$ cat src/rtl/sram_ctrl_pkg.sv
// sram_ctrl_pkg: shared widths and FSM encoding for the SRAM port controller
package sram_ctrl_pkg;
    localparam int ADDR_W_DFLT = 10;
    localparam int DEPTH_DFLT  = 256;
    localparam int BYTE_W      = 8;
    typedef enum logic [1:0] {
        IDLE  = 2'd0,
        WRITE = 2'd1,
        CLEAR = 2'd2
    } state_t;
endpackage

$ cat src/rtl/sram_port_ctrl.sv
// sram_port_ctrl: byte-serial SRAM write port, single-cycle reads and a sweep-to-zero clear
module sram_port_ctrl
    import sram_ctrl_pkg::*;
#(
    parameter int ADDR_W = ADDR_W_DFLT,
    parameter int DEPTH  = DEPTH_DFLT
) (
    input  logic              clk,
    input  logic              srstn,
    input  logic              wr_valid,
    output logic              wr_ready,
    input  logic [ADDR_W-1:0] wr_addr,
    input  logic [31:0]       wr_data,
    input  logic              rd_valid,
    output logic              rd_ready,
    input  logic [ADDR_W-1:0] rd_addr,
    output logic              rd_data_valid,
    output logic [31:0]       rd_data,
    input  logic              clr_start,
    output logic              busy,
    output logic              sram_csb,
    output logic              sram_wsb,
    output logic [3:0]        sram_bytemask,
    output logic [7:0]        sram_wdata,
    output logic [ADDR_W-1:0] sram_waddr,
    output logic [ADDR_W-1:0] sram_raddr,
    input  logic [31:0]       sram_rdata
);
    state_t            state, state_n;
    logic [1:0]        byte_cnt, byte_cnt_n;
    logic [ADDR_W-1:0] clr_cnt, clr_cnt_n, addr_q, addr_n;
    logic [31:0]       data_q, data_n;
    logic              wr_fire, rd_fire;

    assign busy     = state != IDLE;
    assign wr_ready = srstn && ((state == IDLE && !clr_start) || (state == WRITE && byte_cnt == 2'd3));
    assign rd_ready = srstn && state != CLEAR && !(state == WRITE && rd_addr == addr_q);
    assign wr_fire  = wr_valid && wr_ready;
    assign rd_fire  = rd_valid && rd_ready;
    assign rd_data  = sram_rdata;

    // The SRAM is busy whenever the FSM writes or a read is accepted; write lanes come from the byte counter
    assign sram_csb      = state == IDLE && !rd_fire;
    assign sram_wsb      = state == IDLE;
    assign sram_bytemask = state == WRITE ? 4'(4'b0001 << byte_cnt) : 4'b0000;
    assign sram_wdata    = state == WRITE ? data_q[byte_cnt*BYTE_W +: BYTE_W] : '0;
    assign sram_waddr    = state == WRITE ? addr_q : state == CLEAR ? clr_cnt : '0;
    assign sram_raddr    = rd_fire ? rd_addr : '0;

    // State and datapath registers, cleared by the synchronous active-low reset
    always_ff @(posedge clk) begin
        if (!srstn) begin
            state         <= IDLE;
            byte_cnt      <= '0;
            clr_cnt       <= '0;
            addr_q        <= '0;
            data_q        <= '0;
            rd_data_valid <= 1'b0;
        end else begin
            state         <= state_n;
            byte_cnt      <= byte_cnt_n;
            clr_cnt       <= clr_cnt_n;
            addr_q        <= addr_n;
            data_q        <= data_n;
            rd_data_valid <= rd_fire;
        end
    end

    // Next state: clear beats a write in IDLE; a write accepted on byte 3 restarts WRITE with no gap
    always_comb begin
        state_n    = state;
        byte_cnt_n = byte_cnt;
        clr_cnt_n  = clr_cnt;
        addr_n     = addr_q;
        data_n     = data_q;
        case (state)
            IDLE: begin
                if (clr_start) begin
                    state_n   = CLEAR;
                    clr_cnt_n = '0;
                end
            end
            WRITE: begin
                byte_cnt_n = byte_cnt + 2'd1;
                if (byte_cnt == 2'd3) state_n = IDLE;
            end
            CLEAR: begin
                clr_cnt_n = clr_cnt + 1'b1;
                if (clr_cnt == ADDR_W'(DEPTH - 1)) begin
                    state_n   = IDLE;
                    clr_cnt_n = '0;
                end
            end
            default: state_n = IDLE;
        endcase
        if (wr_fire) begin
            state_n    = WRITE;
            byte_cnt_n = '0;
            addr_n     = wr_addr;
            data_n     = wr_data;
        end
    end
endmodule

$ cat config.mk
export PLATFORM = sky130hd
export DESIGN_NAME = sram_port_ctrl
export DESIGN_NICKNAME = d
export VERILOG_FILES = /design/src/rtl/sram_ctrl_pkg.sv /design/src/rtl/sram_port_ctrl.sv
export SDC_FILE = /design/constraint.sdc
export NUM_CORES = 1
export LEC_CHECK = 0
export CAP_MARGIN = 20
export CORE_UTILIZATION = 43
export DETAILED_ROUTE_END_ITERATION = 8
export PLACE_DENSITY = 0.88
export SLEW_MARGIN = 15
export SYNTH_ARGS = -nofsm -noshare
export SYNTH_HDL_FRONTEND = slang
export SYNTH_SLANG_ARGS = --single-unit
$ cat constraint.sdc
create_clock -name clk -period 3.6 [get_ports clk]
set_input_delay 0.54 -clock clk [delete_from_list [all_inputs] [get_ports clk]]
set_output_delay 0.54 -clock clk [all_outputs]
set_load 0.01 [all_outputs]
# Yosys cells after proc, flatten, opt, wreduce, memory -nomap -nowiden
# Cells that the tools add are included.
dict set report word_totals {
  elab_cells 57
  out_inout_bits 70
  regBits 57
  in_bits 89
}
dict set report op_classes {
  eq_ne 12
  reduce_logical 20
  add_sub_neg 2
  bitwise_logic 1
  n_shift 2
  muxes 13
}
# op n
set op_table {}
lappend op_table {{2-to-1 mux 10 bit} 5}
lappend op_table {{variable part select 32 x 6 -> 8 bit} 1}
lappend op_table {{case mux 10 bit (2 select lines)} 1}
lappend op_table {{adder 10 x 1 -> 10 bit, second input constant} 1}
lappend op_table {{equality test 10 bit} 1}
lappend op_table {{equality test 10 x 8 -> 1 bit, second input constant} 1}
lappend op_table {{logical AND 1 bit} 9}
lappend op_table {{inequality test 3 x 2 -> 1 bit, second input constant} 3}
lappend op_table {{2-to-1 mux 8 bit} 1}
lappend op_table {{2-to-1 mux 2 bit} 3}
lappend op_table {{case mux 2 bit (3 select lines)} 1}
lappend op_table {{AND reduction 3 bit} 2}
lappend op_table {{equality test 2 bit, second input constant} 2}
lappend op_table {{2-to-1 mux 4 bit} 1}
lappend op_table {{inequality test 2 x 1 -> 1 bit, second input constant} 2}
lappend op_table {{inequality test 2 bit, second input constant} 2}
lappend op_table {{nonzero test 2 bit} 2}
lappend op_table {{left shift 1 x 2 -> 4 bit, first input constant} 1}
lappend op_table {{logical NOT 1 bit} 3}
lappend op_table {{adder 2 x 1 -> 2 bit, second input constant} 1}
lappend op_table {{equality test 2 x 1 -> 1 bit, second input constant} 1}
lappend op_table {{logical NOT 2 bit} 1}
lappend op_table {{AND reduction 2 bit} 1}
lappend op_table {{OR reduction 2 bit} 1}
lappend op_table {{other kinds (3)} 3}

# Depth between registers and ports, before layout
# Gate-level depths: netlist (run 1).
dict set report depth {
  ltp_word 7
  ltp_mapped 7
  mapped_depth_nobuf 5
}

# Worst setup path after synthesis (run 1)
# OpenSTA, ideal clock, no wires.
dict set report synth_timing {
  path_kind {input to output}
  startpoint {input port srstn}
  endpoint {output port sram_raddr[1]}
  required_ns 3.060
  path_slack_ns 1.614
  arrival_ns 1.446
  cell_stages 5
  cell_sequence {clkbuf_1 -> nor2b_1 -> o31ai_2 -> buf_4 -> nor3_1}
}
dict set report synth_via {
  elab_chain_cells 4
}
# item line
set synth_rtl {}
lappend synth_rtl {{from (decl)} sram_port_ctrl.sv:9} ;# input logic srstn,
lappend synth_rtl {{logical AND 1 bit (2 in series)} sram_port_ctrl.sv:37} ;# assign rd_ready = srstn && state != CLEAR && !(state == WRITE && rd_addr == addr_q);
lappend synth_rtl {{logical AND 1 bit} sram_port_ctrl.sv:39} ;# assign rd_fire = rd_valid && rd_ready;
lappend synth_rtl {{2-to-1 mux 10 bit} sram_port_ctrl.sv:48} ;# assign sram_raddr = rd_fire ? rd_addr : '0;
lappend synth_rtl {{to (decl)} sram_port_ctrl.sv:26} ;# output logic [ADDR_W-1:0] sram_raddr,
# No other way between the ends.

# Worst setup path after layout (run 1)
dict set report layout_timing {
  startpoint {input port rd_addr[8]}
  endpoint {output port sram_raddr[1]}
}
dict set report layout_via {
  elab_chain_cells 6
}
# item line
set layout_rtl {}
lappend layout_rtl {{from (decl)} sram_port_ctrl.sv:16} ;# input logic [ADDR_W-1:0] rd_addr,
lappend layout_rtl {{equality test 10 bit} sram_port_ctrl.sv:37}
lappend layout_rtl {{logical AND 1 bit} sram_port_ctrl.sv:37}
lappend layout_rtl {{logical NOT 1 bit} sram_port_ctrl.sv:37}
lappend layout_rtl {{logical AND 1 bit} sram_port_ctrl.sv:37}
lappend layout_rtl {{logical AND 1 bit} sram_port_ctrl.sv:39}
lappend layout_rtl {{2-to-1 mux 10 bit} sram_port_ctrl.sv:48}
# No other way between the ends.

==> key figures, run 1 <==
Worst setup path
  – WP data required: 3.06 ns
  – Reg2reg end: data_q[23]$_SDFFE_PN0P_
  – Worst path arrival time: 2.69 ns
  – Crit Reg-Reg Startpoint: byte_cnt[0]$_SDFFE_PP0P_
  – Reg-to-reg slack, setup: between 1 and 1.5 ns
  – Worst reg2reg path depth: 5
  – Crit Path Max Fanout: 12
  – Setup CP Type: in -> out
  – Startpoint type of the worst setup path: primary input
  – CP endpoint kind: output port

Timing
  – Crit path time final: ~3.2 ns
  – Slew Limit Fails: 0
  – Hold Violations, Final: 0
  – Aggregate negative setup slack: 0 ns
  – Final Skew: roughly 0.010 ns
  – Fmax achieved: 0.310 GHz
  – RSZ-0062 raised after global routing: no
  – Final setup vio count: 0
  – Tcrit/Tclk final: 0.896
  – Rel. slew slack: 0.504
  – Slew @ Worst Pin: 0.740 ns
  – Final worst-path setup slack: approximately 0.37 ns

Finish
  – Share of cells above drive strength 1: 0.0801
  – Layout Nets: 526
  – Commonest non-fill, non-tap cell in the layout: clkdlybuf4s50_1
  – Antenna cells: 0
  – Area growth, synth to finish: 29.4%
  – Commonest non-fill, non-tap cells in the layout: clkdlybuf4s50_1, nand2_1, dfxtp_1

CTS
  – H-tree Lvls: 3
  – Clock sink count: 57
  – Clock latency on the worst-skew pair: 0.34 ns
  – Clock slew seen by the registers of the worst setup and hold paths: 0.07 ns
  – Resize count post-CTS: 0
  – Cts hold-fix bufs: 0
  – Clock Path Buffers: 2
  – TritonCTS buffer count: 9
  – Clock root cell: clkbuf_8
  – CTS tree: built
  – Post-CTS setup buffers: 0

Synthesis
  – Synth Flop Type: dfxtp_1
  – Ys async rst share: 0
  – EDFF count, synth: 0
  – Syn Inst Count: roughly 380
  – Yosys top cell area share: 0.373
  – Post-synth top area cell: dfxtp_1
  – Register area share after synthesis: 0.373
  – Top post-synthesis cells by area: dfxtp_1, nand2_1, buf_4
  – Yosys reg bits: 57
  – Unique cell type count in the Yosys netlist: 35
  – Cell area after synthesis: between 0.003 and 0.004 mm2
  – Syn avg cell area: 8.09 um2
  – Yosys Warn Count: 0
  – Syn_nets: 472

Route
  – Avg WL per Cell: 13.8 um
  – Routed WL: 7.38 mm
  – Via count: 2617
  – Initial DRC count: 176
  – Post-route ant nets: 0
  – DR vias/cell: 4.91
  – First drt pass iteration count: 4
  – DRC violations left: 0

GRT
  – First-pass GRT wire length: 12.2 mm
  – GRT overflow: 0
  – Gr usage total: 0.213
  – Largest net degree at the start of global routing: 87
  – Initial antenna violation count: 0
  – Vias in the first global route: 2620

Min path
  – HP Class: reg -> reg
  – Hold_sp: data_q[21]$_SDFFE_PN0P_
  – Hold Path Sink: data_q[21]$_SDFFE_PN0P_
  – Hold path depth: 2

Placed design
  – Final GP Congestion: 0.839
  – Dpl hpwl: roughly 5.5 mm
  – I/O Buffers: 94
  – Pre-CTS setup slack: 0.417 ns

Run
  – Max_cap viols: 0

Status
  – Status: completed

Die
  – Die X: 86.3 um
  – Die height: 86.3 um
  – Initial Util: 0.447
  – Site row count: 30
  – Io pins: ~160
  – Core Box Area: 0.00683 mm2
  – Die Area: 0.00745 mm2

Pwr
  – P per Cell Area: around 380 mW/mm2
  – Worst VDD drop: around 0.00023 V
  – Power Total: 1500 uW
  – Leak: 0.00141 uW
## logic make-up (layout without fill, tap and decap cells)
kind of cell               after synthesis  after routing  share of synthesized area
muxes                                    8              8                     0.0589
adders and majority gates                5              5                     0.0205
DFF                                     57             57                      0.373
and+or+nand+nor                        155            155                      0.225
buffers and inverters                   71            130                      0.143
xor gates and xnor gates                19             19                     0.0544
AOI/OAI and AO/OA                       63             63                      0.125
## flip-flops by register name, summed over array words and instances (netlist names)
register and flops:
data_q 32, addr_q 10, clr_cnt 10, byte_cnt 2, state 2, rd_data_valid 1
## power breakdown
group | total, uW | internal [uW] | switching, uW
clock | 535 | 269 | 266
sequential | 701 | 667 | 33.4
combinational | 269 | 147 | 121
## worst max path at each step
| stage | from | to | slack [ns] | cells past startpoint |
|---|---|---|---|---|
| 2_1_floorplan | srstn | sram_raddr[1] | 1.61 | 5 |
| 3_3_place_gp | rd_addr[1] | sram_raddr[7] | 0.54 | 6 |
| 3_5_place_dp | rd_addr[8] | sram_raddr[1] | 0.42 | 6 |
| 4_1_cts | rd_addr[8] | sram_raddr[1] | 0.42 | 6 |
| 5_1_grt | rd_addr[8] | sram_raddr[1] | 0.24 | 6 |
| 6_report | rd_addr[8] | sram_raddr[1] | 0.37 | 6 |
## Yosys cell counts (all sizes together), types with 8 or more instances
cell / number
nor3: 12
a22o: 10
mux4: 8
dfxtp: 57
o21ai: 44
buf: 42
clkbuf: 13
nor2: 14
xnor2: 15
inv: 16
and2: 13
nand3: 8
nand2: 91
## area by class of cell
class                           count  area (um2)
Tap cell                           96         120
Clock inverter                      6        42.5
Fill cell                         645        2880
Timing Repair Buffer               98         966
Inverter                           16        60.1
Sequential cell                    57        1140
Multi-Input combinational cell    250        1490
Clock buffer                       10         138
## routing by layer
layer  up-vias  GRT usage  wire length [um]
met1      1196      0.259              3210
met4         0      0.121               187
met2        83      0.354              3610
met5         -          0                 0
met3        18     0.0390               366
li1       1320          -                 -
## worst max-delay path, stage by stage
cell and delay [ns]:
clkdlybuf4s50_1 0.51, xnor2_1 0.14, nand4_1 0.13, o31ai_2 0.69
nor3_1 0.13, clkdlybuf4s50_1 0.55
## per-stage QoR
stage / instance area, um2 / hold WS [ns] / cells / util
floorplan: 3060 / 0.425 / 378 / -
global placement: 3780 / 0.439 / 517 / 0.553
detailed placement: 3780 / 0.452 / 517 / 0.553
CTS: 3960 / 0.462 / 533 / 0.579
global route: 3960 / 0.476 / 533 / 0.579
finish: 3960 / 0.461 / 533 / 0.579
No activity file was read; power rests on OpenSTA's default activity.
==> run 2: changes to the inputs <==
- SKIP_CTS_REPAIR_TIMING: unset -> 1
==> results of run 2 <==
The final DEF is identical to that of run 1; final timing and power are the same.
==> run 3: changes to the inputs <==
- CORE_UTILIZATION: 43 -> 40
- PLACE_DENSITY: 0.88 -> 0.83
- clock period: 3.6 -> 3.3 ns (I/O delays scaled with it)
==> run 3 against run 2 <==
Effect of this change: clock power is 37% higher; first-iteration DRC count is 1.7% higher; utilization is 3.0 points lower; sequential share of layout area is 0.50 points lower; cell count is 0.75% higher; wire length is 0.77% higher; via count is 1.3% higher; hold slack worse by 0.0063 ns; register-to-register slack worse by 0.04 ns; sequential cell count stayed put.
==> key figures, run 3 (synthesis results as in run 1) <==
Pwr
  – Worst VDD drop: 0.000270 V
  – Clock network power share: 0.410
  – Internal: 1350 uW
  – Reg power frac: 0.426
  – Switching share of power: 0.245
  – Combinational Power Share: 0.164
  – P per Cell Area: 446 mW/mm2
  – Leak: 0.00145 uW
  – Switching power: 439 uW

Route
  – DR vias/cell: 4.93
  – Via count: approximately 2700
  – DRC violations left: 0
  – First drt pass iteration count: 4
  – Initial DRC count: 179
  – Post-route ant nets: 0
  – Avg WL per Cell: 13.8 um
  – Routed WL: ~7.4 mm

Finish
  – Share of cells above drive strength 1: 0.0799
  – Most flop-heavy register: data_q
  – Area growth, synth to finish: 31.7%
  – Layout Utilization: 0.549
  – Antenna cells: 0
  – Commonest non-fill, non-tap cell in the layout: clkdlybuf4s50_1
  – Post-route design area: 0.00403 mm2
  – Layout Nets: 527
  – Commonest non-fill, non-tap cells in the layout: clkdlybuf4s50_1, nand2_1, dfxtp_1
  – Final Non-Filler Cells: around 540
  – Largest regs: data_q (32), addr_q (10), clr_cnt (10)
  – Max FFs per register: 32

GRT
  – Initial antenna violation count: 0
  – Gr usage total: 0.194
  – Largest net degree at the start of global routing: 87
  – First-pass GRT wire length: ~12 mm
  – Vias in the first global route: 2537
  – GRT overflow: 0

Timing
  – Crit path time final: 2.85 ns
  – Aggregate negative setup slack: 0 ns
  – RSZ-0062 raised after global routing: no
  – Tcrit/Tclk final: 0.865
  – Rel. slew slack: 0.519
  – Slew @ Worst Pin: 0.720 ns
  – Final Skew: between 0.009 and 0.01 ns
  – Fmax achieved: between 0.3 and 0.4 GHz
  – Slew Limit Fails: 0
  – Final worst-path setup slack: between 0.4 and 0.5 ns
  – Final setup vio count: 0
  – Hold Violations, Final: 0

Placed design
  – I/O Buffers: 94
  – Pre-CTS setup slack: 0.473 ns
  – Inst Count DP: 521
  – Post-DP Area: roughly 0.0038 mm2
  – Dpl hpwl: about 5.6 mm
  – Final GP Congestion: 0.865

CTS
  – CTS tree: built
  – TritonCTS buffer count: 9
  – H-tree Lvls: 3
  – Clock Path Buffers: 2
  – Clock root cell: clkbuf_8
  – Clock latency on the worst-skew pair: ~0.33 ns
  – Clock slew seen by the registers of the worst setup and hold paths: roughly 0.060 ns
  – Clock sink count: 57

Min path
  – HP Class: reg -> reg

Die
  – Io pins: 159
  – Die X: 89.4 um
  – Die height: around 90 um
  – Die Area: 0.00800 mm2
  – Site row count: 31
  – Initial Util: 0.417
  – Core Box Area: approximately 0.0073 mm2

Worst setup path
  – WP data required: between 2 and 3 ns
  – Setup CP Type: reg -> out
  – Worst path arrival time: between 2 and 2.5 ns
  – Reg-to-reg slack, setup: around 1.2 ns
  – Startpoint type of the worst setup path: flip-flop
  – Crit Path Max Fanout: 12
  – CP endpoint kind: output port

Status
  – Status: completed

Run
  – Max_cap viols: 0
run 3: changes by cell type in the layout (fill, tap and decap cells not counted), sizes merged:
cell / before / now
buf: 5 / 6
clkinvlp: 2 / 1
bufinv: 0 / 2
clkbuf: 10 / 11
clkinv: 3 / 2
inv: 17 / 16
run 3: path summary, 6_finish.rpt:
check                      startpoint                       to  depth (start not counted)
max          byte_cnt[0]$_SDFFE_PP0P_            sram_wdata[1]                          3
min            data_q[1]$_SDFFE_PN0P_   data_q[1]$_SDFFE_PN0P_                          2
max reg2reg  byte_cnt[0]$_SDFFE_PP0P_  data_q[26]$_SDFFE_PN0P_                          6
min reg2reg    data_q[1]$_SDFFE_PN0P_   data_q[1]$_SDFFE_PN0P_                          2
run 3: critical path, cell delays in order (launching register included):
cell and delay (ns):
dfxtp_1 0.79, mux4_2 0.59, and2_1 0.17, clkdlybuf4s50_1 0.49
run 3: routing by layer:
metal	global-route usage	wire length [um]
met1	0.233	3130
met2	0.326	3710
met4	0.114	246
met5	0	0
met3	0.0342	350
run 3: area by class of cell:
cell class                 instances  area, um2
sequential                        57       1140
tap                               99        124
fill                             652       3300
clock buffer                      11        151
clock inverter                     5       77.6
multi-input combinational        250       1490
inverter                          16       60.1
timing repair buffer              99        986
run 3: per-stage QoR:
| stage | hold WS (ns) | total power, uW |
|---|---|---|
| after global routing | 0.479 | 1880 |
| after CTS | 0.455 | 1810 |
| after detailed placement | 0.450 | 1070 |
| after floorplan | 0.425 | 965 |
| after global placement | 0.435 | 1070 |
| final | 0.455 | 1790 |
run 3: power by group through the flow:
stage / registers, uW / logic [uW] / clock network, uW
2_1_floorplan: 763 / 201 / 0
3_3_place_gp: 777 / 290 / 0
3_5_place_dp: 780 / 294 / 0
4_1_cts: 765 / 296 / 748
5_1_grt: 771 / 324 / 782
6_report: 765 / 295 / 735
